## src/rtl/centroid_calc_if.sv

```systemverilog
// rtl/centroid_calc_if.sv - video-in / centroid-out bundle for centroid_calc
interface centroid_calc_if;
  logic        de;
  logic        vsync;
  logic        hsync;
  logic [23:0] mask;
  logic [10:0] xcent;
  logic [9:0]  ycent;
  logic        cent_valid;
  logic        busy;

  modport master (
    output de, vsync, hsync, mask,
    input  xcent, ycent, cent_valid, busy
  );

  modport slave (
    input  de, vsync, hsync, mask,
    output xcent, ycent, cent_valid, busy
  );
endinterface

```

## src/rtl/centroid_calc.sv

```systemverilog
// rtl/centroid_calc.sv - per-frame mask centroid via moment sums and two serial dividers
// Optional CENTROID_MIN_AREA_EN: require m >= MIN_AREA before publishing a centroid.
module centroid_calc #(
  parameter int IMG_W    = 1280,
  parameter int IMG_H    = 720,
  parameter int MIN_AREA = 16
) (
  input  logic            clk,
  input  logic            rst,
  centroid_calc_if.slave  vid
);

  typedef enum logic [1:0] {S_IDLE, S_DIV, S_DONE} state_t;

  state_t      state, state_nxt;
  logic        prev_vsync;
  logic        eof;
  logic        start;
  logic [10:0] x_pos;
  logic [9:0]  y_pos;
  logic [19:0] m;
  logic [31:0] m_x, m_y;
  logic [31:0] divisor;
  logic [31:0] qx, qy, rx, ry;
  logic [4:0]  cnt;
  logic [63:0] step_x, step_y;
  logic [10:0] xq_sat;
  logic [9:0]  yq_sat;
  logic        unused_ok;

`ifdef CENTROID_MIN_AREA_EN
  localparam logic [19:0] AREA_MIN = 20'(MIN_AREA);
  assign unused_ok = ^{vid.hsync, vid.mask[23:1]};
`else
  localparam logic [19:0] AREA_MIN = 20'd1;
  assign unused_ok = ^{vid.hsync, vid.mask[23:1], 32'(MIN_AREA)};
`endif

  assign eof   = vid.vsync & ~prev_vsync;
  assign start = eof && (m >= AREA_MIN);

  // One restoring step: shift the next dividend bit into the remainder, subtract if it fits.
  function automatic logic [63:0] div_step(input logic [31:0] r, input logic [31:0] q,
                                           input logic [31:0] d);
    logic [32:0] trial;
    trial = {r, q[31]} - {1'b0, d};
    if (!trial[32])
      div_step = {trial[31:0], q[30:0], 1'b1};
    else
      div_step = {r[30:0], q[31], q[30:0], 1'b0};
  endfunction

  assign step_x = div_step(rx, qx, divisor);
  assign step_y = div_step(ry, qy, divisor);
  assign xq_sat = (|qx[31:11]) ? 11'(IMG_W - 1) : qx[10:0];
  assign yq_sat = (|qy[31:10]) ? 10'(IMG_H - 1) : qy[9:0];

  always_ff @(posedge clk or posedge rst) begin
    if (rst) begin
      prev_vsync <= 1'b0;
      x_pos      <= '0;
      y_pos      <= '0;
    end else begin
      prev_vsync <= vid.vsync;
      if (vid.vsync) begin
        x_pos <= '0;
        y_pos <= '0;
      end else if (vid.de) begin
        if (x_pos == 11'(IMG_W - 1)) begin
          x_pos <= '0;
          y_pos <= (y_pos == 10'(IMG_H - 1)) ? 10'd0 : y_pos + 10'd1;
        end else begin
          x_pos <= x_pos + 11'd1;
        end
      end
    end
  end

  // eof always implies vsync high, so clearing and accumulating never collide.
  always_ff @(posedge clk or posedge rst) begin
    if (rst) begin
      m   <= '0;
      m_x <= '0;
      m_y <= '0;
    end else if (eof) begin
      m   <= '0;
      m_x <= '0;
      m_y <= '0;
    end else if (vid.de && !vid.vsync && vid.mask[0]) begin
      m   <= m + 20'd1;
      m_x <= m_x + {21'd0, x_pos};
      m_y <= m_y + {22'd0, y_pos};
    end
  end

  always_ff @(posedge clk or posedge rst) begin
    if (rst) state <= S_IDLE;
    else     state <= state_nxt;
  end

  always_comb begin
    state_nxt = state;
    case (state)
      S_IDLE:  if (start) state_nxt = S_DIV;
      S_DIV:   if (cnt == 5'd31) state_nxt = S_DONE;
      S_DONE:  state_nxt = S_IDLE;
      default: state_nxt = S_IDLE;
    endcase
  end

  always_ff @(posedge clk or posedge rst) begin
    if (rst) begin
      divisor        <= '0;
      qx             <= '0;
      qy             <= '0;
      rx             <= '0;
      ry             <= '0;
      cnt            <= '0;
      vid.xcent      <= '0;
      vid.ycent      <= '0;
      vid.cent_valid <= 1'b0;
      vid.busy       <= 1'b0;
    end else begin
      vid.cent_valid <= 1'b0;
      case (state)
        S_IDLE: begin
          if (start) begin
            divisor  <= {12'd0, m};
            qx       <= m_x;
            qy       <= m_y;
            rx       <= '0;
            ry       <= '0;
            cnt      <= '0;
            vid.busy <= 1'b1;
          end
        end
        S_DIV: begin
          {rx, qx} <= step_x;
          {ry, qy} <= step_y;
          cnt      <= cnt + 5'd1;
        end
        S_DONE: begin
          vid.xcent      <= xq_sat;
          vid.ycent      <= yq_sat;
          vid.cent_valid <= 1'b1;
          vid.busy       <= 1'b0;
        end
        default: ;
      endcase
    end
  end

endmodule

```

## src/flat_wrapper.sv

```systemverilog
// flat-port wrapper written by rule: the top's interface ports become plain ports
module centroid_calc_flat 
#(
  parameter int IMG_W    = 1280,
  parameter int IMG_H    = 720,
  parameter int MIN_AREA = 16
)
  (clk, rst, vid_de, vid_vsync, vid_hsync, vid_mask, vid_xcent, vid_ycent, vid_cent_valid, vid_busy);
  centroid_calc_if vid_i ();
  input  logic clk;
  input  logic rst;
  input wire logic [$bits(vid_i.de)-1:0] vid_de;
  input wire logic [$bits(vid_i.vsync)-1:0] vid_vsync;
  input wire logic [$bits(vid_i.hsync)-1:0] vid_hsync;
  input wire logic [$bits(vid_i.mask)-1:0] vid_mask;
  output wire logic [$bits(vid_i.xcent)-1:0] vid_xcent;
  output wire logic [$bits(vid_i.ycent)-1:0] vid_ycent;
  output wire logic [$bits(vid_i.cent_valid)-1:0] vid_cent_valid;
  output wire logic [$bits(vid_i.busy)-1:0] vid_busy;
  assign vid_i.de = vid_de;
  assign vid_i.vsync = vid_vsync;
  assign vid_i.hsync = vid_hsync;
  assign vid_i.mask = vid_mask;
  assign vid_xcent = vid_i.xcent;
  assign vid_ycent = vid_i.ycent;
  assign vid_cent_valid = vid_i.cent_valid;
  assign vid_busy = vid_i.busy;
  centroid_calc #(.IMG_W(IMG_W), .IMG_H(IMG_H), .MIN_AREA(MIN_AREA)) u_core (.clk(clk), .rst(rst), .vid(vid_i));
endmodule
```

## config.mk

```make
export PLATFORM = sky130hd
export DESIGN_NAME = centroid_calc_flat
export DESIGN_NICKNAME = d
export VERILOG_FILES = /design/src/rtl/centroid_calc_if.sv /design/src/rtl/centroid_calc.sv /design/src/flat_wrapper.sv
export SDC_FILE = /design/constraint.sdc
export NUM_CORES = 1
export LEC_CHECK = 0
export ABC_CLOCK_PERIOD_IN_PS = 11900
export CORE_ASPECT_RATIO = 1.2
export CORE_MARGIN = 2
export CORE_UTILIZATION = 40
export CTS_CLUSTER_SIZE = 24
export DETAILED_ROUTE_END_ITERATION = 10
export HOLD_SLACK_MARGIN = 0.15
export PLACE_DENSITY = 0.57
export SLEW_MARGIN = 30
export SYNTH_ARGS = -nofsm -noshare
export SYNTH_HDL_FRONTEND = slang
export SYNTH_SLANG_ARGS = --single-unit
```

## constraint.sdc

```tcl
create_clock -name clk -period 11.9 [get_ports clk]
set_clock_uncertainty 0.1 [all_clocks]
set_input_delay 1.19 -clock clk [delete_from_list [all_inputs] [get_ports clk]]
set_output_delay 1.19 -clock clk [all_outputs]
set_load 0.005 [all_outputs]
```

**Word level (Yosys, flattened, before mapping)**

Cells that the tools add are included.

- Bitwise logic cells: 2
- $lt $le $gt $ge: 1
- Add/subtract/negate cells: 8
- Muxes and demuxes: 32
- Reduce and logical (&&, ||, !) cells: 17
- Equality and inequality tests: 7

Operators with widths:

| operator | number |
|---|---|
| 32-bit case mux with 2 select lines | 4 |
| 32-bit two-way mux | 7 |
| 64-bit two-way mux | 2 |
| 33-bit by 20-bit subtractor with 33-bit output | 2 |
| 10-bit two-way mux | 5 |
| 11-bit two-way mux | 4 |
| 20-bit two-way mux | 2 |
| 32-bit by 10-bit adder with 32-bit output | 1 |
| 32-bit by 11-bit adder with 32-bit output | 1 |
| 22-bit OR reduction | 1 |
| 21-bit OR reduction | 1 |
| 20-bit by 1-bit adder with 20-bit output (second input constant) | 1 |
| 20-bit by 1-bit greater-or-equal comparator with 1-bit output (second input constant) | 1 |
| 11-bit by 1-bit adder with 11-bit output (second input constant) | 1 |
| 11-bit equality test (second input constant) | 1 |
| 10-bit by 1-bit adder with 10-bit output (second input constant) | 1 |
| 10-bit equality test (second input constant) | 1 |
| 5-bit case mux with 2 select lines | 1 |
| 2-bit AND reduction | 5 |
| 2-bit nonzero test | 5 |
| 5-bit by 1-bit adder with 5-bit output (second input constant) | 1 |
| 5-bit equality test (second input constant) | 1 |
| 5-bit two-way mux | 1 |
| 2-bit two-way mux | 2 |
| 11 further kinds | 15 |

- Register bits after elaboration: 284
- Word-level logic and storage cells: 84

**Longest topological paths before layout**

- Depth in word-level cells: 5
- Depth in mapped cells: 14
- Depth with buffers taken out: 12

**Least setup slack after synthesis**

No wires, ideal clock.

- Path kind: flip-flop to flip-flop
- From: register u_core.qy[31]
- To: register u_core.ry[3]
- Arrival: 3.184 ns
- Period minus slack after synthesis: 3.410 ns
- Data required time: 11.674 ns
- Slack: 8.490 ns
- Library setup time: 0.126 ns
- Stages on the path, launching flop included: 14
- Path through: dfrtp_1 > inv_1 > ha_1 > inv_1 > fa_1 > a211o_1 > a211oi_1 > nor4_1 > o21ai_0 > and4_1 > clkbuf_1 > clkbuf_1 > nor2_1 > a221o_1

- Longest elaborated chain between the ends: 3

Ends and longest elaborated chain:

| what | RTL line | source |
|---|---|---|
| start, declared | centroid_calc.sv:24 | `logic [31:0] qx, qy, rx, ry;` |
| start signal, assigned | centroid_calc.sv:130 | `qy <= m_y;` |
| start signal, assigned | centroid_calc.sv:139 | `{ry, qy} <= step_y;` |
| 33-bit by 20-bit subtractor with 33-bit output | centroid_calc.sv:46 | `trial = {r, q[31]} - {1'b0, d};` |
| 64-bit two-way mux | centroid_calc.sv:47 | `if (!trial[32])` |
| 32-bit case mux with 2 select lines | centroid_calc.sv:125 | `case (state)` |
| end signal, assigned | centroid_calc.sv:139 |  |
| end, declared | centroid_calc.sv:24 |  |

Every way passes these cells.
A chain may end at the register's enable or synchronous reset.

**Final worst setup path**

- From: register u_core.qy[31]
- To: register u_core.ry[25]

The elaborated chain is that of the path after synthesis.

==> qor.yml <==
die_h_um: 221
path_clk_slew_ps: 60
grt_pass1_vias: 12400
dieArea_sq_mm: 0.0410
routabilityCongestion: 0.824
power.leakage_uw: 0.00758
ys_seq_elements: 284
finalCoreUtilization_pct: 45.7
postSynthCellCount: 1727
finalCritPeriodShare_pct: 37.0
layoutNonFillerInstCount: 2272
drive_gt1_share_pct: 6.13
max_stage_delay_ps: 880
ys_seq_area_share_pct: 45.1
rows: 79
h-tree-depth: 2
antenna_found_initial: 0
nets: 1822
crit_type: "register to register"
die-width_um: 185
slowest_stage: "a211oi_1"
met2_usage_pct: 32.5
cellPowerDensity_mw_per_mm2: 236
cts_resized: 0
use_met3_pct: 2.83
grtUsageMet1_pct: 25.1
cp-end-kind: "register"
worstSetupStartpointType: "register"
routed_wirelength_mm: 38.4
grt-ovfl-total: 0
hold_violations: 0
insertion_delay_ps: 540
drtIter0Drc: 694
place_inst: 2210
synth.distinct_cells: 70
drc: 0
area_delta_synth_final_pct: 12.8
crit_fanout: 10
postSynthAreaPerCell_sq_um: 9.12
max-slew-margin-rel_pct: 40.0
syn_nets: 1828
irDropWorstVdd_v: 0.000118
io_pins: 52
grt_max_degree: 162
clockBufferDepth: 3
num_antenna_cells: 0
rsz0062_at_grt: "false"
finalSetupViolations: 0
wl_per_cell_um: 16.9
grt_pass1_wl_mm: 64.2
max_cap_violations: 0
cts_tree: "done"
cts_sinks: 284
synth-main-ff-cell: "dfrtp_1"
finalSetupTns_ps: 0
port_buffers: 27
cts_buffers: 34
cts_setup_buffers: 0
postPlaceCellArea_sq_mm: 0.0165
syn_area_sq_mm: 0.0158
min_path_type: "register to register"
worst_pin_slew_ps: 897
drtPass1Iterations: 5
gr-usage-all-layers_pct: 19.1
synth_warnings: 0
dp_hpwl_mm: 25.1
period_needed_ps: 4410
status: "finished clean"
fin_area_sq_mm: 0.0178
vias_per_cell: 5.54
antenna_left: 0
synth_edf_count: 0
core_sq_mm: 0.0388
crit_chain: "inv_1 > ha_1 > inv_1 > fa_1 > a211o_1 > a211oi_1 > nor4_1 > o21ai_0 > nand4_1 > a211oi_1 > mux2i_1 > o21ai_0"
critical-path-top-delay-family: "compound AO/OA/AOI/OAI gates"
start_util_pct: 40.6
cp_num_buf_inv: 2
drv_slew: 0
max_freq_ghz: 0.227
synthArstFlopShare_pct: 100
vias: 12600
arrival_ps: 4670
clock-root-buffer: "clkbuf_16"
power_uw: 4190
worstPathRequired_ps: 12170
grt-busiest-layer: "met2"
cts_hold_buf: 0
[per-layer routing]
metal | vias up | part of all wire, %
met4 | 0 | 2.1
met1 | 6172 | 45
met3 | 60 | 3.2
li1 | 6202 | -
met2 | 157 | 49
met5 | - | 0
[path summary, 6_finish.rpt]
kind / cells past startpoint / slack, ps / start / end
min reg2reg: 2 / 380 / u_core.divisor[1] / u_core.divisor[1]
max reg2reg: 12 / 7490 / u_core.qy[31] / u_core.ry[25]
max: 12 / 7490 / u_core.qy[31] / u_core.ry[25]
min: 2 / 380 / u_core.divisor[1] / u_core.divisor[1]
min in group asynchronous: 2 / 1070 / rst / u_core.qx[25]
max in group asynchronous: 4 / 9280 / rst / u_core.qy[2]
[cell type report]
| cell class | count | area, sq um |
|---|---|---|
| Timing Repair Buffer | 42 | 415 |
| Inverter | 49 | 196 |
| Multi-Input combinational cell | 1310 | 8170 |
| Clock buffer | 53 | 1070 |
| Sequential cell | 284 | 7110 |
| Tap cell | 526 | 658 |
| Clock inverter | 8 | 151 |
| Fill cell | 3717 | 21100 |
[cell usage in the layout (no fill, tap or decap), drive strengths merged, types with 37 or more instances in the layout]
| master | n |
|---|---|
| xor2 | 60 |
| nor2 | 227 |
| nand2 | 152 |
| a21oi | 83 |
| clkbuf | 53 |
| inv | 49 |
| o21ai | 136 |
| o22ai | 62 |
| ha | 68 |
| dfrtp | 284 |
| mux2i | 37 |
| xnor2 | 46 |
| nand3 | 95 |
[worst reg2reg max path: stages, from the launching register on]
cell and delay [ps]:
dfrtp_1 390, inv_1 80, ha_1 170, inv_1 60, fa_1 430, a211o_1 350, a211oi_1 400, nor4_1 180
o21ai_0 250, nand4_1 600, a211oi_1 880, mux2i_1 250, o21ai_0 90
[registers in the layout (all words and copies together) (netlist names), 2 cells and up]
signal,count
u_core.m_x,32
u_core.m_y,32
u_core.qx,32
u_core.qy,32
u_core.rx,32
u_core.ry,32
u_core.divisor,20
u_core.m,20
u_core.vid.xcent,11
u_core.x_pos,11
u_core.vid.ycent,10
u_core.y_pos,10
u_core.cnt,5
u_core.state,2
[per-stage QoR]
step | hold slack (ps) | setup slack, ps
final | 383 | 7490
after global routing | 412 | 7310
after CTS | 387 | 7530
after detailed placement | 373 | 7560
after global placement | 366 | 7580
after floorplan | 349 | 2770
[Yosys cell counts, types with 7 or more instances]
cell / instances / area share [%]
inv_1: 48 / 1.1
nand3b_1: 7 / 0.33
o22a_1: 16 / 0.89
ha_1: 68 / 5.4
a31oi_1: 8 / 0.32
o21a_1: 8 / 0.38
nor4_1: 25 / 0.99
a211oi_1: 8 / 0.38
xor2_1: 60 / 3.3
nor2_1: 227 / 5.4
o31ai_1: 14 / 0.67
a21o_1: 20 / 0.95
xnor2_1: 46 / 2.6
mux2i_1: 37 / 2.4
or3_1: 19 / 0.75
o211ai_1: 21 / 1.0
o21ai_0: 131 / 4.2
nor2b_1: 11 / 0.44
o22ai_1: 62 / 2.5
nor3_1: 27 / 0.86
and3_1: 22 / 0.87
nand3_1: 95 / 3.0
or4_1: 7 / 0.33
dfrtp_1: 284 / 45
a21oi_1: 83 / 2.6
clkbuf_1: 73 / 1.7
nand2_1: 152 / 3.6
mux2_2: 17 / 1.2
nand4_1: 23 / 0.91
nand2b_1: 13 / 0.52
[cell families after synthesis]
logic type                 synth area share [%]
DFF                                        45.1
AOI/OAI and AO/OA                          16.7
and+or+nand+nor                            19.5
xor gates and xnor gates                   5.89
muxes                                      3.56
adders and majority gates                  5.91
buffers and inverters                      3.33
[power by group]
part	internal (uW)	switching (uW)	total, uW	leakage (uW)
registers	1220	222	1440	0.00362
logic	679	936	1620	0.00335
clock network	708	426	1130	0.000604
total	2610	1580	4190	0.00758
Note: power is estimated with default switching activity, not from simulation.
